**src/rtl/axi3_rd_arbiter.sv**
```systemverilog
// rtl/axi3_rd_arbiter.sv - round-robin arbiter sharing one AXI3 read master between two cache requesters
module axi3_rd_arbiter #(
  parameter int ADDR_WIDTH = 32,
  parameter int DATA_WIDTH = 32,
  parameter int ID_WIDTH   = 4,
  parameter int LEN_WIDTH  = 4
) (
  input  logic                  clk,
  input  logic                  rst,
  input  logic [ID_WIDTH-1:0]   m0_arid,
  input  logic [ADDR_WIDTH-1:0] m0_araddr,
  input  logic [LEN_WIDTH-1:0]  m0_arlen,
  input  logic [2:0]            m0_arsize,
  input  logic [1:0]            m0_arburst,
  input  logic                  m0_arvalid,
  output logic                  m0_arready,
  output logic [DATA_WIDTH-1:0] m0_rdata,
  output logic [1:0]            m0_rresp,
  output logic [ID_WIDTH-1:0]   m0_rid,
  output logic                  m0_rlast,
  output logic                  m0_rvalid,
  input  logic                  m0_rready,
  input  logic [ID_WIDTH-1:0]   m1_arid,
  input  logic [ADDR_WIDTH-1:0] m1_araddr,
  input  logic [LEN_WIDTH-1:0]  m1_arlen,
  input  logic [2:0]            m1_arsize,
  input  logic [1:0]            m1_arburst,
  input  logic                  m1_arvalid,
  output logic                  m1_arready,
  output logic [DATA_WIDTH-1:0] m1_rdata,
  output logic [1:0]            m1_rresp,
  output logic [ID_WIDTH-1:0]   m1_rid,
  output logic                  m1_rlast,
  output logic                  m1_rvalid,
  input  logic                  m1_rready,
  output logic [ID_WIDTH-1:0]   axi_arid,
  output logic [ADDR_WIDTH-1:0] axi_araddr,
  output logic [LEN_WIDTH-1:0]  axi_arlen,
  output logic [2:0]            axi_arsize,
  output logic [1:0]            axi_arburst,
  output logic                  axi_arvalid,
  input  logic                  axi_arready,
  input  logic [ID_WIDTH-1:0]   axi_rid,
  input  logic [DATA_WIDTH-1:0] axi_rdata,
  input  logic [1:0]            axi_rresp,
  input  logic                  axi_rlast,
  input  logic                  axi_rvalid,
  output logic                  axi_rready
);

  typedef enum logic [1:0] {IDLE, ADDR, DATA} state_e;

  state_e                state_q, state_d;
  logic                  owner_q, owner_d;
  logic                  prio_q, prio_d;
  logic [ID_WIDTH-1:0]   arid_q, arid_d;
  logic [ADDR_WIDTH-1:0] araddr_q, araddr_d;
  logic [LEN_WIDTH-1:0]  arlen_q, arlen_d;
  logic [2:0]            arsize_q, arsize_d;
  logic [1:0]            arburst_q, arburst_d;

  logic any_req;
  logic gnt;
  logic in_data;
  logic r_fire;

  // A tie goes to prio_q; a lone requester always wins.
  assign any_req = m0_arvalid | m1_arvalid;
  assign gnt     = (m0_arvalid & m1_arvalid) ? prio_q : m1_arvalid;
  assign in_data = (state_q == DATA);
  assign r_fire  = axi_rvalid & axi_rready;

  always_comb begin
    state_d    = state_q;
    owner_d    = owner_q;
    prio_d     = prio_q;
    arid_d     = arid_q;
    araddr_d   = araddr_q;
    arlen_d    = arlen_q;
    arsize_d   = arsize_q;
    arburst_d  = arburst_q;
    m0_arready = 1'b0;
    m1_arready = 1'b0;
    case (state_q)
      IDLE: begin
        if (any_req && !rst) begin
          m0_arready = ~gnt;
          m1_arready = gnt;
          owner_d    = gnt;
          state_d    = ADDR;
          if (gnt) begin
            arid_d    = m1_arid;
            araddr_d  = m1_araddr;
            arlen_d   = m1_arlen;
            arsize_d  = m1_arsize;
            arburst_d = m1_arburst;
          end else begin
            arid_d    = m0_arid;
            araddr_d  = m0_araddr;
            arlen_d   = m0_arlen;
            arsize_d  = m0_arsize;
            arburst_d = m0_arburst;
          end
        end
      end
      ADDR: begin
        if (axi_arready) state_d = DATA;
      end
      DATA: begin
        if (r_fire && axi_rlast) begin
          state_d = IDLE;
          prio_d  = ~owner_q;
        end
      end
      default: state_d = IDLE;
    endcase
  end

  always_ff @(posedge clk) begin
    if (rst) begin
      state_q   <= IDLE;
      owner_q   <= 1'b0;
      prio_q    <= 1'b0;
      arid_q    <= '0;
      araddr_q  <= '0;
      arlen_q   <= '0;
      arsize_q  <= '0;
      arburst_q <= '0;
    end else begin
      state_q   <= state_d;
      owner_q   <= owner_d;
      prio_q    <= prio_d;
      arid_q    <= arid_d;
      araddr_q  <= araddr_d;
      arlen_q   <= arlen_d;
      arsize_q  <= arsize_d;
      arburst_q <= arburst_d;
    end
  end

  assign axi_arid    = arid_q;
  assign axi_araddr  = araddr_q;
  assign axi_arlen   = arlen_q;
  assign axi_arsize  = arsize_q;
  assign axi_arburst = arburst_q;
  assign axi_arvalid = (state_q == ADDR);

  // R backpressure goes straight through from the owner; nothing is buffered.
  assign axi_rready = in_data & (owner_q ? m1_rready : m0_rready);

  assign m0_rvalid = in_data & ~owner_q & axi_rvalid;
  assign m1_rvalid = in_data &  owner_q & axi_rvalid;
  assign m0_rlast  = in_data & ~owner_q & axi_rlast;
  assign m1_rlast  = in_data &  owner_q & axi_rlast;
  assign m0_rdata  = axi_rdata;
  assign m1_rdata  = axi_rdata;
  assign m0_rresp  = axi_rresp;
  assign m1_rresp  = axi_rresp;
  assign m0_rid    = axi_rid;
  assign m1_rid    = axi_rid;

endmodule
```
**config.mk**
```make
export PLATFORM = sky130hd
export DESIGN_NAME = axi3_rd_arbiter
export DESIGN_NICKNAME = d
export VERILOG_FILES = /design/src/rtl/axi3_rd_arbiter.sv
export SDC_FILE = /design/constraint.sdc
export NUM_CORES = 1
export LEC_CHECK = 0
export CAP_MARGIN = 20
export CORE_UTILIZATION = 31
export DETAILED_ROUTE_END_ITERATION = 8
export PLACE_DENSITY_LB_ADDON = 0.05
export RECOVER_POWER = 100
export SETUP_SLACK_MARGIN = 0.5
export SYNTH_ARGS = -nofsm -noshare
export SYNTH_HDL_FRONTEND = slang
export SYNTH_SLANG_ARGS = --single-unit
```
**constraint.sdc**
```tcl
create_clock -name clk -period 1.35 [get_ports clk]
set_input_delay 0.27 -clock clk [delete_from_list [all_inputs] [get_ports clk]]
set_output_delay 0.27 -clock clk [all_outputs]
set_load 0.03 [all_outputs]
```
==> metrics.md, run 1 <==
| Metric | Value |
|---|---|
| Status | finished, violations left |
| Violated checks | negative setup slack |
| Setup violators final | 53 |
| Most instantiated cells after synthesis | buf_4 (78), dfxtp_1 (49), nand3b_1 (46) |
| Worst Hold Class | primary input to flop |
| Clk slew on worst S/H paths | 90 ps |
| First-pass GRT wire length | roughly 16000 um |
| Post-synth ARST share | 0% |
| GRT Util Overall | 17.92% |
| Fmax | approximately 570 MHz |
| Layout Nets | roughly 630 |
| Final-report hold violation count | 0 |
| DRT Wirelength | approximately 11000 um |
| Worst Slack Setup Final | -397.0 ps |
| Die Height | ~110 um |
| WS Path Type | flop to output port |
| Clock share of power | 20.2% |
| Overall Power | 0.005263 W |
| I/O pins | approximately 270 |
| Via count | roughly 3200 |
| Most common cell in the netlist | buf_4 |
| Clock buffer depth | 2 |
| CTS root buf | clkbuf_8 |
| Post-Syn Area | approximately 3400 um2 |
| Placer Congestion | 0.7658 |
| Worst Skew | 10.16 ps |
| Internal | 0.003514 W |
| Sw Share | 33.23% |
| Normalized max-slew margin | 75.72% |
| Buffers on Ports | ~150 |
| Post-cts hold buffer count | 0 |
| Setup crit start kind | flop |
| DR iter-0 viols | approximately 90 |
| Switching component of the power | 0.001749 W |
| Dominant cell type by area after synthesis | dfxtp_1 |
| RSZ-0062 raised after global routing | yes |
| Worst reg2reg setup slack | -250 ps |
| DR WL/cell | 17.56 um |
| Logic gate share of total power | a little under half |
| Vias in the first global route | about 3100 |
| Via/cell ratio | 5.060 |
| Initial Util | 32.36% |
| HPWL after DPL | 7407 um |
| YS warnings | 0 |
| Maximum fanout along the worst path | 3 |
| Die area | around 11000 um2 |
| Average size of a mapped cell | 9.053 um2 |
| CTS tree | done |
| P&R area growth vs syn | 69.92% |
| CP arrival | roughly 1500 ps |
| Core ar. | 10460 um2 |
| Crit path capture type | output port |
| Area share of the largest cell type after synthesis | 28.97% |
| Post-synth EDFFs | 0 |
| DRC | 0 |
| Final std cells w/o fill | between 600 and 700 |
| Peak supply drop | 0.4836 mV |
| Initial antenna violation count | 1 |
| Syn Nets | 511 |
| Synthesized flop and latch total | 49 |
| Sequential power share | between 30% and 40% |
| Max Cap Violations | 0 |
| Area contributors post-synth | dfxtp_1 (29%), buf_4 (17%), a311oi_2 (12%) |
| Final worst-path cycle share | 129.4% |
| Worst-margin pin slew | roughly 360 ps |
| Min Tclk post-route | 1747 ps |
| Die width | around 110 um |
| WP data required | between 1000 and 1500 ps |
| Max-slew violations | 0 |
| Synthesized instance count | 374 |
| Drt first pass iters | 4 |
| Clk Latency, worst-skew pair | just over 300 ps |
| Row cnt | 37 |
| Number of routed nets with antenna violations | 0 |
| Predominant post-synthesis flop cell | dfxtp_1 |
| Overflow after GRT | 0 |
| Pleak | 2.101 nW |
| Largest net degree at the start of global routing | 57 |
| Filler Cells Inserted | 940 |
| Yosys cell types | 29 |
| Post-synthesis sequential area ratio | 28.97% |
| H-tree depth | 2 |
| DP Cell Count | 583 |
| Num CTS Buffers | 5 |
| Layout cell share with drive strength beyond 1 | 55.33% |
| TritonCTS sink count | 49 |
| Pwr dens | 914.8 nW/um2 |
==> stage by stage <==
step           util [%]  hold WS (ps)  instance area (um2)  setup WS (ps)  setup TNS [ps]
6_report          54.99         341.6                 5753         -397.0           -9578
5_1_grt           54.99         351.2                 5753         -457.8          -12610
4_1_cts           50.12         342.5                 5244         -377.1           -4695
3_5_place_dp      45.49         494.7                 4760         -623.0          -19770
3_3_place_gp      45.49         482.9                 4760         -609.8          -18410
2_1_floorplan         -         377.1                 3502         -69.98          -69.98
==> path summary, 6_finish.rpt <==
| path | depth (start not counted) | from | endpoint |
|---|---|---|---|
| max | 5 | state_q[0] | m0_arready |
| min | 3 | rst | state_q[1] |
| max reg2reg | 8 | state_q[0] | axi_araddr[13] |
| min reg2reg | 2 | axi_araddr[1] | axi_araddr[1] |
==> repair_timing <==
| item | CTS | global route |
|---|---|---|
| endpoints found under the setup margin | 102 | 102 |
| pin swaps | 5 | 46 |
| buffers inserted | 24 | 15 |
| resized for setup | 321 | 63 |
| cloned | 0 | 4 |
==> kinds of logic (layout without fill, tap and decap cells) <==
group           count (synthesis)  after routing  share of synthesized area (%)
compound gates                142            142                          32.85
buf+inv                       119            242                          24.46
simple gates                   63             63                          13.27
flops                          49             49                          28.97
mux                             1              1                         0.4433
other cells                     0              1                              0
==> power groups by stage <==
| stage | clock network (W) | logic [W] | registers [W] |
|---|---|---|---|
| final | 0.00106 | 0.00244 | 0.00176 |
| after global routing | 0.00117 | 0.00257 | 0.00177 |
| after CTS | 0.00111 | 0.00211 | 0.00175 |
| after detailed placement | 0 | 0.00191 | 0.00174 |
| after global placement | 0 | 0.00190 | 0.00174 |
| after floorplan | 0 | 0.00117 | 0.00201 |
==> critical path, cell delays in order (launching register included) <==
cell and delay, ps:
dfxtp_2 350, buf_6 120, nor3_4 240, and2_4 210
and2_4 140, buf_6 120
==> state kept, by name, indices dropped and copies added (netlist names) <==
signal	flops
axi_araddr	32
axi_arid	4
axi_arlen	4
axi_arsize	3
axi_arburst	2
state_q	2
owner_q	1
prio_q	1
==> cell type report <==
cell class | count | area, um2 | area share, %
Clock inverter | 2 | 35.03 | 0.6090
Multi-Input combinational cell | 206 | 1887 | 32.80
Sequential cell | 49 | 1065 | 18.51
Inverter | 3 | 11.26 | 0.1957
Clock buffer | 5 | 68.82 | 1.196
Timing Repair Buffer | 232 | 2514 | 43.69
Tap cell | 136 | 170.2 | 2.958
Antenna cell | 1 | 2.502 | 0.04350
==> metal layers <==
layer | track usage (%) | part of all wire [%]
met1 | 21.51 | 43
met2 | 30.80 | 48
met3 | 5.518 | 7.6
met4 | 4.795 | 2.2
met5 | 0 | 0
==> cell usage in the layout (no fill, tap or decap), types with 2 or more instances in the layout <==
master / instances
clkdlybuf4s50_1: 95
buf_4: 56
buf_6: 50
nand3b_1: 46
o21ai_0: 44
dfxtp_2: 40
a311oi_2: 32
buf_12: 20
a21oi_4: 17
a21oi_2: 17
a311oi_1: 14
a21oi_1: 13
dfxtp_4: 9
clkbuf_8: 5
clkbuf_16: 4
buf_8: 4
nor2b_4: 3
and2_4: 3
nand2_2: 2
nor2_4: 2
and3_4: 2
inv_1: 2
buf_2: 2
(Power assumes the default switching activity.)
==> inputs of run 2 (changes only) <==
--- a/config.mk
+++ b/config.mk
@@ -11,3 +11,2 @@
 export PLACE_DENSITY_LB_ADDON = 0.05
-export RECOVER_POWER = 100
 export SETUP_SLACK_MARGIN = 0.5
==> constraint.sdc (replaced) <==
create_clock -name clk -period 1.35 [get_ports clk]
set_input_delay 0.135 -clock clk [delete_from_list [all_inputs] [get_ports clk]]
set_output_delay 0.135 -clock clk [all_outputs]
set_load 0.03 [all_outputs]
==> metrics.md, run 2 (synthesis gave the netlist of run 1 again) <==
| Metric | Value |
|---|---|
| Status | finished, violations left |
| Violated checks | negative setup slack |
| Largest net degree at the start of global routing | 50 |
| Initial Util | 32.36% |
| Switching component of the power | about 0.0016 W |
| CP arrival | 1380 ps |
| Number of flip-flops in the largest register | 32 |
| RSZ-0062 raised after global routing | yes |
| Sequential power share | 35.9% |
| Die width | between 100 and 150 um |
| CP cell instances | buf_6 > nor3_4 > and2_4 > and2_4 > buf_6 |
| Worst-margin pin slew | 763.7 ps |
| First-pass GRT wire length | 16530 um |
| Pleak | 1.991 nW |
| Die Height | 106.5 um |
| Via count | 3174 |
| Met2 usage | 30.29% |
| Buffers on Ports | 151 |
| DRT Wirelength | 10560 um |
| DR iter-0 viols | 50 |
| TritonCTS sink count | 49 |
| WS Path Type | flop to output port |
| Layout cell share with drive strength beyond 1 | 51.42% |
| M3 GR Usage | 6.131% |
| Clock share of power | 17.9% |
| Via/cell ratio | just over 5 |
| Number of routed nets with antenna violations | 0 |
| Row cnt | 37 |
| Core ar. | 10460 um2 |
| P&R area growth vs syn | 59.72% |
| GRT Util Overall | 18.24% |
| Pwr dens | 901.6 nW/um2 |
| Min Tclk post-route | 1516 ps |
| Max Cap Violations | 0 |
| Busiest grt layer | met2 |
| H-tree depth | 2 |
| Vias in the first global route | 3185 |
| CTS root buf | clkbuf_8 |
| WP data required | 1220 ps |
| Drt first pass iters | 4 |
| Normalized max-slew margin | ~50% |
| Commonest non-fill, non-tap cell in the layout | clkdlybuf4s50_1 |
| I/O pins | 266 |
| DR WL/cell | 16.81 um |
| Final worst-path cycle share | 112.3% |
| Placer Congestion | just under 0.8 |
| Clk Latency, worst-skew pair | 310 ps |
| Peak supply drop | 0.4179 mV |
| Clock buffer depth | 2 |
| Worst slack at placement | -352.4 ps |
| Worst Skew | between 10 and 15 ps |
| Overflow after GRT | 0 |
| Finished Cell Area | 5408 um2 |
| Worst Slack Setup Final | -166.5 ps |
| Setup crit start kind | flop |
| Max-slew violations | 0 |
| Die area | 11340 um2 |
| Num CTS Buffers | 5 |
| CTS tree | done |
| DRC | 0 |
| Grt met1 use | 22.78% |
| Final-report hold violation count | 0 |
| Hold path startpoint | axi_rdata[14] |
| Worst setup startpoint | state_q[1] |
| Largest stage delay, worst path | 330 ps |
| Logic gate share of total power | 46.2% |
| Crit path capture type | output port |
| Setup violators final | 53 |
| Clk slew on worst S/H paths | 90 ps |
| Internal | roughly 0.0032 W |
| HPWL after DPL | 7134 um |
| Sw Share | 33.56% |
| Layout Nets | 628 |
| R2R Path Start | state_q[1] |
| Initial antenna violation count | 0 |
| Critical Path Slowest Stage Cell | dfxtp_2 |
| Most frequent cells in the layout | clkdlybuf4s50_1 (96), buf_6 (60), buf_4 (50) |
| Fmax | 659.4 MHz |
| DP Area | 4659 um2 |
| Worst Hold Class | primary input to output port |
| Maximum fanout along the worst path | 4 |
| # diodes | 0 |
-- run 2: what timing repair did --
action / in CTS / in global routing
pin swaps: 9 / 16
resized for setup: 390 / 16
endpoints found under the setup margin: 102 / 102
hold buffers: 0 / 0
setup buffers: 27 / 11
cloned: 2 / 2
-- run 2: layout make-up --
class,count,area [um2]
inverter,3,11.26
fill,996,5055
clock buffer,8,80.08
sequential,49,1045
tap,136,170.2
timing repair buffer,226,2397
multi-input combinational,206,1704
-- run 2: critical path, delay by kind of cell, from the launching register on --
family        cells  cell delay, ps
buf+inv           2             230
flops             1             330
simple gates      3             510
-- run 2: final timing paths --
check                                 endpoint  slack (ps)  cells past startpoint
worst max register to register  axi_araddr[28]        -140                      7
worst max-delay path                m0_arready        -170                      5
worst min-delay path              m0_rdata[14]         270                      0
worst min register to register  axi_araddr[15]         510                      2
-- run 2: power by group through the flow --
stage | Sequential, W | Combinational, W | Clock (W)
5_1_grt | 0.00177 | 0.00240 | 0.000965
4_1_cts | 0.00175 | 0.00215 | 0.000913
6_report | 0.00175 | 0.00225 | 0.000875
3_3_place_gp | 0.00173 | 0.00185 | 0
2_1_floorplan | 0.00201 | 0.00117 | 0
3_5_place_dp | 0.00173 | 0.00185 | 0
-- run 2: stage by stage --
step / total power, W / utilization [%] / setup TNS [ps] / cells / hold slack, ps
after floorplan: 0.003184 / - / 0 / 374 / 239.1
after global placement: 0.003579 / 44.53 / -10030 / 578 / 270.3
after detailed placement: 0.003584 / 44.53 / -10830 / 578 / 270.3
after CTS: 0.004818 / 49.90 / -8995 / 615 / 270.3
after global routing: 0.005129 / 51.69 / -10770 / 628 / 270.1
final: 0.004876 / 51.69 / -4910 / 628 / 270.0
-- run 2: routing by layer --
| metal | wire length [um] | share of wire, % |
|---|---|---|
| met1 | 4681 | 44 |
| met4 | 75 | 0.71 |
| met2 | 4899 | 46 |
| met3 | 900 | 8.5 |
| met5 | 0 | 0 |
==> inputs of run 3 (changes only) <==
Settings changed: CELL_PAD_IN_SITES_DETAIL_PLACEMENT from default to 1, CELL_PAD_IN_SITES_GLOBAL_PLACEMENT from default to 1, CORE_UTILIZATION 31 to 21, SETUP_SLACK_MARGIN 0.5 to 0.05.
==> metrics.md, run 3 (synthesis gave the netlist of run 1 again) <==
| Metric | Value |
|---|---|
| Status | finished, violations left |
| Violated checks | negative setup slack |
| Normalized max-slew margin | between 70% and 80% |
| Clock buffer depth | 2 |
| P&R area growth vs syn | 53.36% |
| DR WL/cell | around 20 um |
| Max-slew violations | 0 |
| Worst R2R Path Depth | 6 |
| Via count | about 3100 |
| WS Path Type | flop to output port |
| Number of flip-flops in the largest register | 32 |
| Most frequent cells in the layout | clkdlybuf4s50_1 (96), nand3b_1 (46), dfxtp_1 (45), dlygate4sd2_1 (45), o21ai_0 (44) |
| DR iter-0 viols | 83 |
| DP Cell Count | 651 |
| Maximum fanout along the worst path | 4 |
| DRT Wirelength | between 10000 and 15000 um |
| Layout Nets | 598 |
| Met2 usage | 25.21% |
| Initial Util | 21.39% |
| Num CTS Buffers | 5 |
| Die area | 16630 um2 |
| CP top delay family | simple AND/OR/NAND/NOR gates |
| Setup crit start kind | flop |
| Drt first pass iters | 4 |
| Final Core Density | 32.81% |
| Worst reg2reg setup slack | -150 ps |
| Crit path capture type | output port |
| Commonest non-fill, non-tap cell in the layout | clkdlybuf4s50_1 |
| RSZ-0062 raised after global routing | yes |
| Max Cap Violations | 0 |
| Core ar. | 15830 um2 |
| Placer Congestion | 0.7096 |
| Worst Path Buf+Inv | 2 |
| First-pass GRT wire length | 19060 um |
| Worst-margin pin slew | 362.5 ps |
| Final-report hold violation count | 0 |
| Min Tclk post-route | 1522 ps |
| Pwr dens | 976.0 nW/um2 |
| Overflow after GRT | 0 |
| Post-cts hold buffer count | 0 |
| Critical Path Slowest Stage Cell | dfxtp_2 |
| Busiest grt layer | met2 |
| WP data required | between 1000 and 1500 ps |
| HPWL after DPL | ~8300 um |
| Die Height | ~130 um |
| Clk Latency, worst-skew pair | about 300 ps |
| CTS root buf | clkbuf_16 |
| M3 GR Usage | approximately 3.2% |
| Final std cells w/o fill | approximately 680 |
| Setup violators final | 51 |
| Row cnt | between 40 and 50 |
| Crit. path cell count | 5 |
| Peak supply drop | 0.4678 mV |
| Vias in the first global route | 3287 |
| Via/cell ratio | 4.641 |
| Pleak | 1.925 nW |
| Final worst-path cycle share | 112.7% |
| CP cell instances | buf_6 > nor3_4 > and2_4 > and2_4 > buf_6 |
| Filler Cells Inserted | 1780 |
| Worst Hold Class | primary input to output port |
| H-tree depth | 2 |
| # diodes | 0 |
| Layout cell share with drive strength beyond 1 | 27.11% |
| TritonCTS sink count | between 40 and 50 |
| Largest net degree at the start of global routing | 50 |
| CTS tree | done |
| Worst Skew | 4.621 ps |
| Grt met1 use | 20.16% |
| Initial antenna violation count | 1 |
| I/O pins | 266 |
| Number of routed nets with antenna violations | 0 |
| Buffers on Ports | 151 |
| Fmax | 657.1 MHz |
| GRT Util Overall | 15.45% |
| CP arrival | 1390 ps |
| Largest stage delay, worst path | 330 ps |
| Die width | 129.0 um |
| Hold Crit Depth | 0 |
| Worst Slack Setup Final | -171.8 ps |
| DRC | 0 |
| Clk slew on worst S/H paths | 70 ps |
==> run 3: cell types whose count changed in the layout (fill, tap and decap cells not counted), sizes merged <==
cell / change
buf: -78
dlygate4sd2: +45
bufbuf: +1
clkbuf: +1
==> run 3: stage by stage <==
step | setup slack [ps] | total power (W) | TNS, ps | cell area [um2] | hold WS (ps)
after global routing | -232.9 | 0.005321 | -6567 | 5192 | 270.1
after detailed placement | -363.5 | 0.003563 | -12200 | 4631 | 270.3
after floorplan | 56.33 | 0.003150 | 0 | 3391 | 246.7
after global placement | -348.3 | 0.003548 | -11070 | 4631 | 270.3
final | -171.8 | 0.005068 | -3310 | 5192 | 270.0
after CTS | -252.9 | 0.005057 | -9701 | 4985 | 270.3
==> run 3: area by class of cell <==
class	instances	area (um2)	area share, %
multi-input cells	206	1674	32.24
inverters	3	11.26	0.2169
flip-flops and latches	49	985.9	18.99
clock buffers	7	142.6	2.747
repair buffers	196	2108	40.60
well taps	216	270.3	5.205
==> run 3: final timing paths <==
check / startpoint / end
worst min register to register: axi_araddr[9] / axi_araddr[9]
worst min-delay path: axi_rdata[17] / m0_rdata[17]
worst max-delay path: state_q[1] / m0_arready
worst max register to register: state_q[1] / axi_araddr[5]
==> run 3: routing by layer <==
layer / part of all wire (%) / routed length [um] / up-vias
met1: 47 / 6433 / 1542
li1: - / - / 1476
met5: 0.081 / 11 / -
met2: 46 / 6231 / 95
met3: 5.2 / 708 / 27
met4: 1.2 / 168 / 2
==> run 3: timing repair <==
item / CTS / global route
buffers inserted: 8 / 7
endpoints found under the setup margin: 100 / 57
pin swaps: 9 / 12
gates resized for setup: 77 / 28
gates cloned: 3 / 4
==> run 3: report_power, final <==
group | leakage [nW] | switching (W) | internal (W)
clock | 0.0700 | 0.000598 | 0.000732
sequential | 0.406 | 0.0000938 | 0.00160
combinational | 1.45 | 0.00104 | 0.00100
